File: src/rtl/pipe_stage_reg.sv
// Purpose: reusable valid/ready pipeline-stage register with optional 2-entry skid buffer,
//          branch flush, global pause, occupancy report and saturating flush-drop counter.
// Latency: 1 cycle from up_fire to dn_valid_out; 1 transfer/cycle sustained.
// Backpressure: SKID_EN=1 -> up_ready_out from state + rdy_in only; SKID_EN=0 -> passes dn_ready_in through.
//
// Ports:
//   clk_in, rst_in (sync, active-low)   rdy_in  (global enable)   flush_in (kill all held entries)
//   up_valid_in / up_data_in / up_ready_out     upstream handshake
//   dn_valid_out / dn_data_out / dn_ready_in    downstream handshake (data is 0 when not valid)
//   occupancy_out (0..2)   drop_cnt_out (entries killed by flush, saturating at 255)
module pipe_stage_reg #(
  parameter int DATA_W  = 128,
  parameter bit SKID_EN = 1'b1
) (
  input  logic              clk_in,
  input  logic              rst_in,
  input  logic              rdy_in,
  input  logic              flush_in,
  input  logic              up_valid_in,
  input  logic [DATA_W-1:0] up_data_in,
  output logic              up_ready_out,
  output logic              dn_valid_out,
  output logic [DATA_W-1:0] dn_data_out,
  input  logic              dn_ready_in,
  output logic [1:0]        occupancy_out,
  output logic [7:0]        drop_cnt_out
);

  // Encoding equals the number of held entries, so occupancy is the state itself.
  typedef enum logic [1:0] {
    EMPTY = 2'd0,
    ONE   = 2'd1,
    FULL  = 2'd2
  } state_t;

  state_t            state, state_nxt;
  logic [DATA_W-1:0] main_dat, main_nxt;
  logic [DATA_W-1:0] skid_dat, skid_nxt;
  logic [7:0]        drop_cnt, drop_nxt;
  logic [8:0]        drop_sum;
  logic              main_vld;
  logic              up_fire;
  logic              dn_fire;

  assign main_vld = (state != EMPTY);

  // Reset gating keeps ready low while the block is held in reset. With the skid
  // buffer the only other combinational input is rdy_in; without it the downstream
  // ready is passed straight through so a full MAIN can be replaced in one cycle.
  assign up_ready_out = rst_in & rdy_in &
                        (SKID_EN ? (state != FULL) : (!main_vld | dn_ready_in));

  assign up_fire = up_valid_in & up_ready_out;
  assign dn_fire = main_vld & dn_ready_in & rdy_in;

  assign dn_valid_out  = main_vld;
  assign dn_data_out   = main_dat;
  assign occupancy_out = state;
  assign drop_cnt_out  = drop_cnt;

  // A flush kills everything held plus anything captured in the same cycle.
  assign drop_sum = {1'b0, drop_cnt} + {7'd0, occupancy_out} + {8'd0, up_fire};

  always_comb begin
    state_nxt = state;
    main_nxt  = main_dat;
    skid_nxt  = skid_dat;
    drop_nxt  = drop_cnt;
    if (flush_in) begin
      state_nxt = EMPTY;
      main_nxt  = '0;
      skid_nxt  = '0;
      drop_nxt  = (drop_sum > 9'd255) ? 8'hFF : drop_sum[7:0];
    end else if (rdy_in) begin
      unique case (state)
        EMPTY: begin
          if (up_fire) begin
            state_nxt = ONE;
            main_nxt  = up_data_in;
          end
        end
        ONE: begin
          if (up_fire && dn_fire) begin
            main_nxt = up_data_in;
          end else if (up_fire && SKID_EN) begin
            // Downstream stalled: park the newcomer behind MAIN.
            state_nxt = FULL;
            skid_nxt  = up_data_in;
          end else if (dn_fire) begin
            state_nxt = EMPTY;
            main_nxt  = '0;
          end
        end
        FULL: begin
          if (dn_fire) begin
            state_nxt = ONE;
            main_nxt  = skid_dat;
            skid_nxt  = '0;
          end
        end
        default: begin
          state_nxt = EMPTY;
          main_nxt  = '0;
          skid_nxt  = '0;
        end
      endcase
    end
  end

  always_ff @(posedge clk_in) begin
    if (!rst_in) begin
      state    <= EMPTY;
      main_dat <= '0;
      skid_dat <= '0;
      drop_cnt <= 8'd0;
    end else begin
      state    <= state_nxt;
      main_dat <= main_nxt;
      skid_dat <= skid_nxt;
      drop_cnt <= drop_nxt;
    end
  end

endmodule

File: config.mk
export PLATFORM = sky130hd
export DESIGN_NAME = pipe_stage_reg
export DESIGN_NICKNAME = d
export VERILOG_FILES = /design/src/rtl/pipe_stage_reg.sv
export SDC_FILE = /design/constraint.sdc
export NUM_CORES = 1
export LEC_CHECK = 0
export CAP_MARGIN = 20
export CORE_AREA = 2 2 182 184
export CTS_CLUSTER_SIZE = 12
export DETAILED_ROUTE_END_ITERATION = 10
export DIE_AREA = 0 0 184 186
export PLACE_DENSITY_LB_ADDON = 0.05
export SETUP_SLACK_MARGIN = 0.4
export SLEW_MARGIN = 10
export SYNTH_ARGS = -nofsm -noshare
export SYNTH_HDL_FRONTEND = slang
export SYNTH_SLANG_ARGS = --single-unit
File: constraint.sdc
create_clock -name clk_in -period 5.8 [get_ports clk_in]
set_clock_uncertainty 0.15 [all_clocks]
set_input_delay 1.16 -clock clk_in [delete_from_list [all_inputs] [get_ports clk_in]]
set_output_delay 1.16 -clock clk_in [all_outputs]
set_load 0.01 [all_outputs]
==> results of run 1 <==
## power by group
part           leakage [nW]  internal [mW]  total, mW  switching (mW)
logic                  2.38          0.188      0.426           0.238
clock network         0.572           1.33       2.14           0.815
registers              2.15           1.84       1.86          0.0141
total                  5.10           3.36       4.42            1.07
## layout make-up
type | instances | area [um^2]
Fill cell | 3014 | 15640
Tap cell | 408 | 510.5
Antenna cell | 1 | 2.502
Multi-Input combinational cell | 1093 | 6590
Inverter | 7 | 26.28
Sequential cell | 266 | 5333
Clock inverter | 7 | 63.81
Clock buffer | 52 | 1082
Timing Repair Buffer | 292 | 2955
## layout by cell type (no fill, tap or decap), types with 6 or more instances in the layout
cell / synthesis / routed
a21oi_1: 139 / 139
o21ai_0: 6 / 6
clkbuf_16: 0 / 37
dfxtp_1: 266 / 264
o32ai_1: 125 / 125
nor3_1: 8 / 8
nand2_1: 268 / 268
mux2i_1: 128 / 128
a22oi_1: 125 / 125
clkdlybuf4s50_1: 0 / 272
buf_4: 1 / 14
inv_1: 7 / 7
clkbuf_8: 0 / 10
nor2_1: 133 / 132
nand3_1: 131 / 130
## worst max-delay path, cell delays in order
cell and delay, ps:
clkdlybuf4s50_1 820, inv_1 180, a211oi_1 200, clkdlybuf4s50_1 570
## worst min-delay path by stage
| stage | start | end | slack, ps | cells after the start |
|---|---|---|---|---|
| floorplan | skid_dat[0] | skid_dat[0] | 280 | 2 |
| global placement | skid_dat[68] | skid_dat[68] | 290 | 2 |
| detailed placement | skid_dat[42] | skid_dat[42] | 290 | 2 |
| CTS | skid_dat[9] | skid_dat[9] | 300 | 2 |
| global route | skid_dat[22] | skid_dat[22] | 310 | 2 |
| finish | skid_dat[119] | skid_dat[119] | 300 | 2 |
## state kept, by name, summed over array words and instances (netlist names)
signal / count
skid_dat: 128
occupancy_out: 2
dn_data_out: 128
drop_cnt_out: 8
## routing by layer
metal | track usage, % | share of wire [%]
met5 | 0 | 0.031
met4 | 7.776 | 2.5
met3 | 4.344 | 6.5
met2 | 37.07 | 45
met1 | 32.26 | 46
## logic make-up after synthesis
logic type               count (synthesis)
flip-flops                             266
AND/OR/NAND/NOR                        550
AO/OA/AOI/OAI                          409
adder cells (fa/ha/maj)                  3
XOR/XNOR                                 3
multiplexers                           128
buffers and inverters                  181
==> results by group, run 1 <==
Logic synthesis
  – Post-synth top flop: dfxtp_1
  – Main area contributors after synthesis: dfxtp_1 (42%), mux2i_1 (10%), o32ai_1 (8.6%), nand2_1 (7.9%), a22oi_1 (7.4%)
  – Post-synth top area share: 41.90%
  – Post-synth top cells: nand2_1 (268), dfxtp_1 (266), a21oi_1 (139)
  – Adder-cell area share of the yosys netlist: 0.4135%
  – Synthesized cell area: 0.01271 mm^2
  – Fraction of registers with async set/reset: 0%
  – Leading area contributor after synthesis: dfxtp_1
  – YS warnings: 0
  – Synth Instances: 1540
  – Synth Area in Compound Gates: 22.59%
  – Syn_nets: 1677
  – Syn Area/Cell: 8.252 um^2
  – Sequential share of the synthesized area: 41.90%
  – Synth Area in XOR/XNOR: 0.2068%
  – Mux share of post-synthesis cell area: 10.08%
  – Largest family of logic cells by synthesized area: compound AO/OA/AOI/OAI gates
  – Synth Area in Simple Gates: 17.98%
  – Top-count cell post-synth: nand2_1
  – Yosys reg bits: 266
  – Cell variety after synth: 37
  – EDFF count, synth: 0

Clocking
  – Longest Clk Path Bufs: 3
  – Max H-tree Level: 2
  – Hold buffer count at cts: 0
  – Worst-skew pair later-pin latency: 500 ps
  – Setup repair bufs after CTS: 0
  – Resize count post-CTS: 0
  – CTS tree: done
  – CTS root buffer: clkbuf_16
  – Total CTS buffers: 34
  – CTS clock-pin slew for the worst setup and hold paths: 50 ps
  – # clock sinks: 266

Global routing
  – First-pass GRT wire length: 64.43 mm
  – Initial antenna violation count: 2
  – Grt total ovfl: 0
  – Vias in the first global route: 11370
  – Largest net degree at the start of global routing: 129
  – All-Layer GR Usage: 23.46%

Finish
  – Post-Layout Cell Count: 2126
  – Area delta synth->final: 30.33%
  – Nets: 1831
  – Finished Cell Area: 0.01656 mm^2
  – Final core occ: 51.43%
  – Layout cells sized above 1: 4.950%

STA
  – FMAX: 235.5 MHz
  – Final worst setup slack: 1555 ps
  – Period utilization: 73.20%
  – RSZ-0062 raised after global routing: no
  – Slew Limit Headroom: 27.14%
  – Hold_ws: 297.8 ps
  – Final Max Slew Viols: 0
  – Setup violators final: 0
  – Fin. Hold Viols: 0
  – Final Critical Period: 4245 ps
  – Final TNS setup: 0 ps
  – Worst-margin pin slew: 1093 ps

Route
  – Total number of vias: 12230
  – Drt first pass iters: 5
  – DR WL/cell: 19.75 um
  – Routed Antenna Nets: 0
  – DRT Wirelength: 42.00 mm
  – Detail-routed via count per cell: 5.750
  – Iter 0 DRT Violations: 897
  – Drt drc: 0

Die
  – Die X: 184 um
  – Initial core utilization: 39.46%
  – Die Height: 186 um
  – I/O pin total: 274
  – CORE AREA: 0.03221 mm^2
  – Die area: 0.03422 mm^2
  – Number of placement rows: 66

Place
  – Port Buffers: 273
  – DP Cell Count: 2065
  – Detailed placement HPWL: 22.45 mm
  – RD Place Congestion: 0.7928
  – Post-placement cell area: 0.01539 mm^2
  – Place WS: 1362 ps

Flow run
  – Max cap viols: 0

Power and ir drop
  – Power Dens Cells: 267.1 mW/mm^2
  – Total power: 4.424 mW
  – P_leak: 5.098 nW
  – Peak supply drop: 202.1 uV

Setup path
  – Arrival @ worst endpoint: 2940 ps
  – CP Class: in2out
  – Required @ worst endpoint: 4490 ps
  – Worst setup SP type: input pin
  – Reg2reg setup slack: 2440 ps
  – R2r endpoint: dn_data_out[89]
  – RR Startpoint: occupancy_out[0]
  – Critical path endpoint: up_ready_out
  – Worst Setup SP: rst_in
  – Critical-path maximum fanout: 11
  – Worst reg-to-reg path cell count: 5
  – Worst setup EP type: output pin

Min path
  – Min-delay worst type: reg2reg

Status
  – Status: finished clean
Power figures use the tool's default switching activity.
==> run 2, diff against run 1 <==
==> constraint.sdc (replaced) <==
create_clock -name clk_in -period 3.9 [get_ports clk_in]
set_clock_uncertainty 0.15 [all_clocks]
set_input_delay 0.78 -clock clk_in [delete_from_list [all_inputs] [get_ports clk_in]]
set_output_delay 0.78 -clock clk_in [all_outputs]
set_load 0.01 [all_outputs]
==> run 2 against run 1 <==
  * Clock power rose by 28%
  * Core utilization down 0.31 points
  * Die area unchanged
  * Via count rose by 0.29%
  * Largest cell class unchanged
  * Final area fell by 0.61%
  * Flip-flop and latch count did not move
  * Clock-buffer cell count shrank 2
==> results by group, run 2 (synthesis gave the netlist of run 1 again) <==
Status
  – Status: finished clean

Route
  – Iter 0 DRT Violations: 940
  – Routed Antenna Nets: 0
  – Total number of vias: 12260
  – DR WL/cell: 19.57 um
  – Drt drc: 0
  – Detail-routed via count per cell: 5.759
  – DRT Wirelength: 41.67 mm
  – Drt first pass iters: 5

STA
  – Fin. Hold Viols: 0
  – Final TNS setup: 0 ps
  – FMAX: 306.6 MHz
  – Period utilization: 83.63%
  – Final Critical Period: 3261 ps
  – Worst-margin pin slew: 1108 ps
  – Final Max Slew Viols: 0
  – Setup violators final: 0
  – RSZ-0062 raised after global routing: no
  – Slew Limit Headroom: 26.12%

Setup path
  – Crit-path slowest cell: clkdlybuf4s50_1
  – Buf+Inv Stages, Crit Path: 3
  – CP Class: in2out
  – Reg2reg setup slack: 1170 ps
  – Critical-path cell list: clkdlybuf4s50_1, inv_1, a211oi_1, clkdlybuf4s50_1
  – Required @ worst endpoint: 2970 ps
  – Most used cell, CP: clkdlybuf4s50_1
  – Crit path largest cell delay: 600 ps
  – Worst setup EP type: output pin
  – Delay-heaviest family, CP: buffers and inverters
  – Arrival @ worst endpoint: 2330 ps
  – Worst setup SP type: input pin
  – Critical-path maximum fanout: 7

Die
  – Initial core utilization: 39.46%
  – Die X: 184 um
  – Die area: 0.03422 mm^2
  – I/O pin total: 274
  – CORE AREA: 0.03221 mm^2
  – Number of placement rows: 66
  – Die Height: 186 um

Clocking
  – Total CTS buffers: 30
  – CTS tree: done
  – # clock sinks: 266
  – CTS clock-pin slew for the worst setup and hold paths: 60 ps
  – Max H-tree Level: 1
  – Hold buffer count at cts: 0
  – CTS root buffer: clkbuf_16
  – Worst-skew pair later-pin latency: 550 ps
  – Setup repair bufs after CTS: 0
  – Longest Clk Path Bufs: 3
  – Resize count post-CTS: 0

Global routing
  – Initial antenna violation count: 2
  – Largest net degree at the start of global routing: 130
  – Grt total ovfl: 0
  – First-pass GRT wire length: 64.63 mm
  – All-Layer GR Usage: 23.40%
  – Vias in the first global route: 11670

Power and ir drop
  – Clk pwr share: 44.6%
  – Logic pwr share: 10.6%
  – Seq pwr share: 44.8%
  – Switching share of power: 24.62%
  – Pint: 4.629 mW
  – Power Dens Cells: 373.1 mW/mm^2
  – Net Sw Power: 1.512 mW
  – Peak supply drop: 348.8 uV
  – P_leak: 5.040 nW

Finish
  – Nets: 1833
  – Most frequent cells in the layout: clkdlybuf4s50_1 (272), nand2_1 (268), dfxtp_1 (264)
  – Leading cell type in the layout, fill and taps excluded: clkdlybuf4s50_1
  – Layout cells sized above 1: 4.712%
  – Finished Cell Area: 0.01646 mm^2
  – Area delta synth->final: 29.54%

Min path
  – Min-delay worst type: reg2reg

Flow run
  – Max cap viols: 0

Place
  – RD Place Congestion: 0.7999
  – Detailed placement HPWL: 22.67 mm
  – Port Buffers: 273
  – Post-placement cell area: 0.01550 mm^2
run 2: worst min-delay path: stages, from the launching register on:
cell and delay [ps]:
dfxtp_1 300, nand2_1 50, a21oi_1 50
run 2: routing by layer:
| metal | GRT usage, % | vias to the layer above | share of wire, % |
|---|---|---|---|
| li1 | - | 5893 | - |
| met1 | 30.64 | 5917 | 43 |
| met2 | 40.03 | 396 | 48 |
| met3 | 4.167 | 53 | 6.9 |
| met4 | 5.600 | 2 | 1.6 |
| met5 | 0 | - | 0.031 |
run 2: cell type report:
| type | instances | area (um^2) |
|---|---|---|
| diodes | 2 | 5.005 |
| clock buffers | 50 | 927.1 |
| clock inverters | 5 | 27.53 |
| fillers | 3050 | 15740 |
| inverters | 7 | 26.28 |
| multi-input cells | 1093 | 6590 |
| flip-flops and latches | 266 | 5333 |
| well taps | 408 | 510.5 |
| repair buffers | 298 | 3043 |
run 2: worst paths after layout:
kind,from,endpoint,cells after the start
max,rst_in,up_ready_out,4
min,skid_dat[68],skid_dat[68],2
max reg2reg,occupancy_out[1],dn_data_out[20],5
min reg2reg,skid_dat[68],skid_dat[68],2
run 2: power by group through the flow:
stage / logic [mW] / registers [mW] / clock network (mW)
detailed placement: 0.647 / 2.81 / 0
global route: 0.704 / 2.75 / 2.92
floorplan: 0.320 / 2.82 / 0
CTS: 0.650 / 2.75 / 2.81
global placement: 0.641 / 2.81 / 0
finish: 0.648 / 2.75 / 2.74
run 2: through the flow:
stage	total power [mW]	std cells	hold WS, ps	utilization (%)	setup WS [ps]
floorplan	3.140	1540	281.6	-	1024
global placement	3.455	2072	287.1	48.14	508.6
global route	6.381	2128	315.3	51.11	503.1
detailed placement	3.461	2072	293.0	48.14	470.6
finish	6.141	2129	298.3	51.12	638.5
CTS	6.212	2127	301.0	51.10	622.1
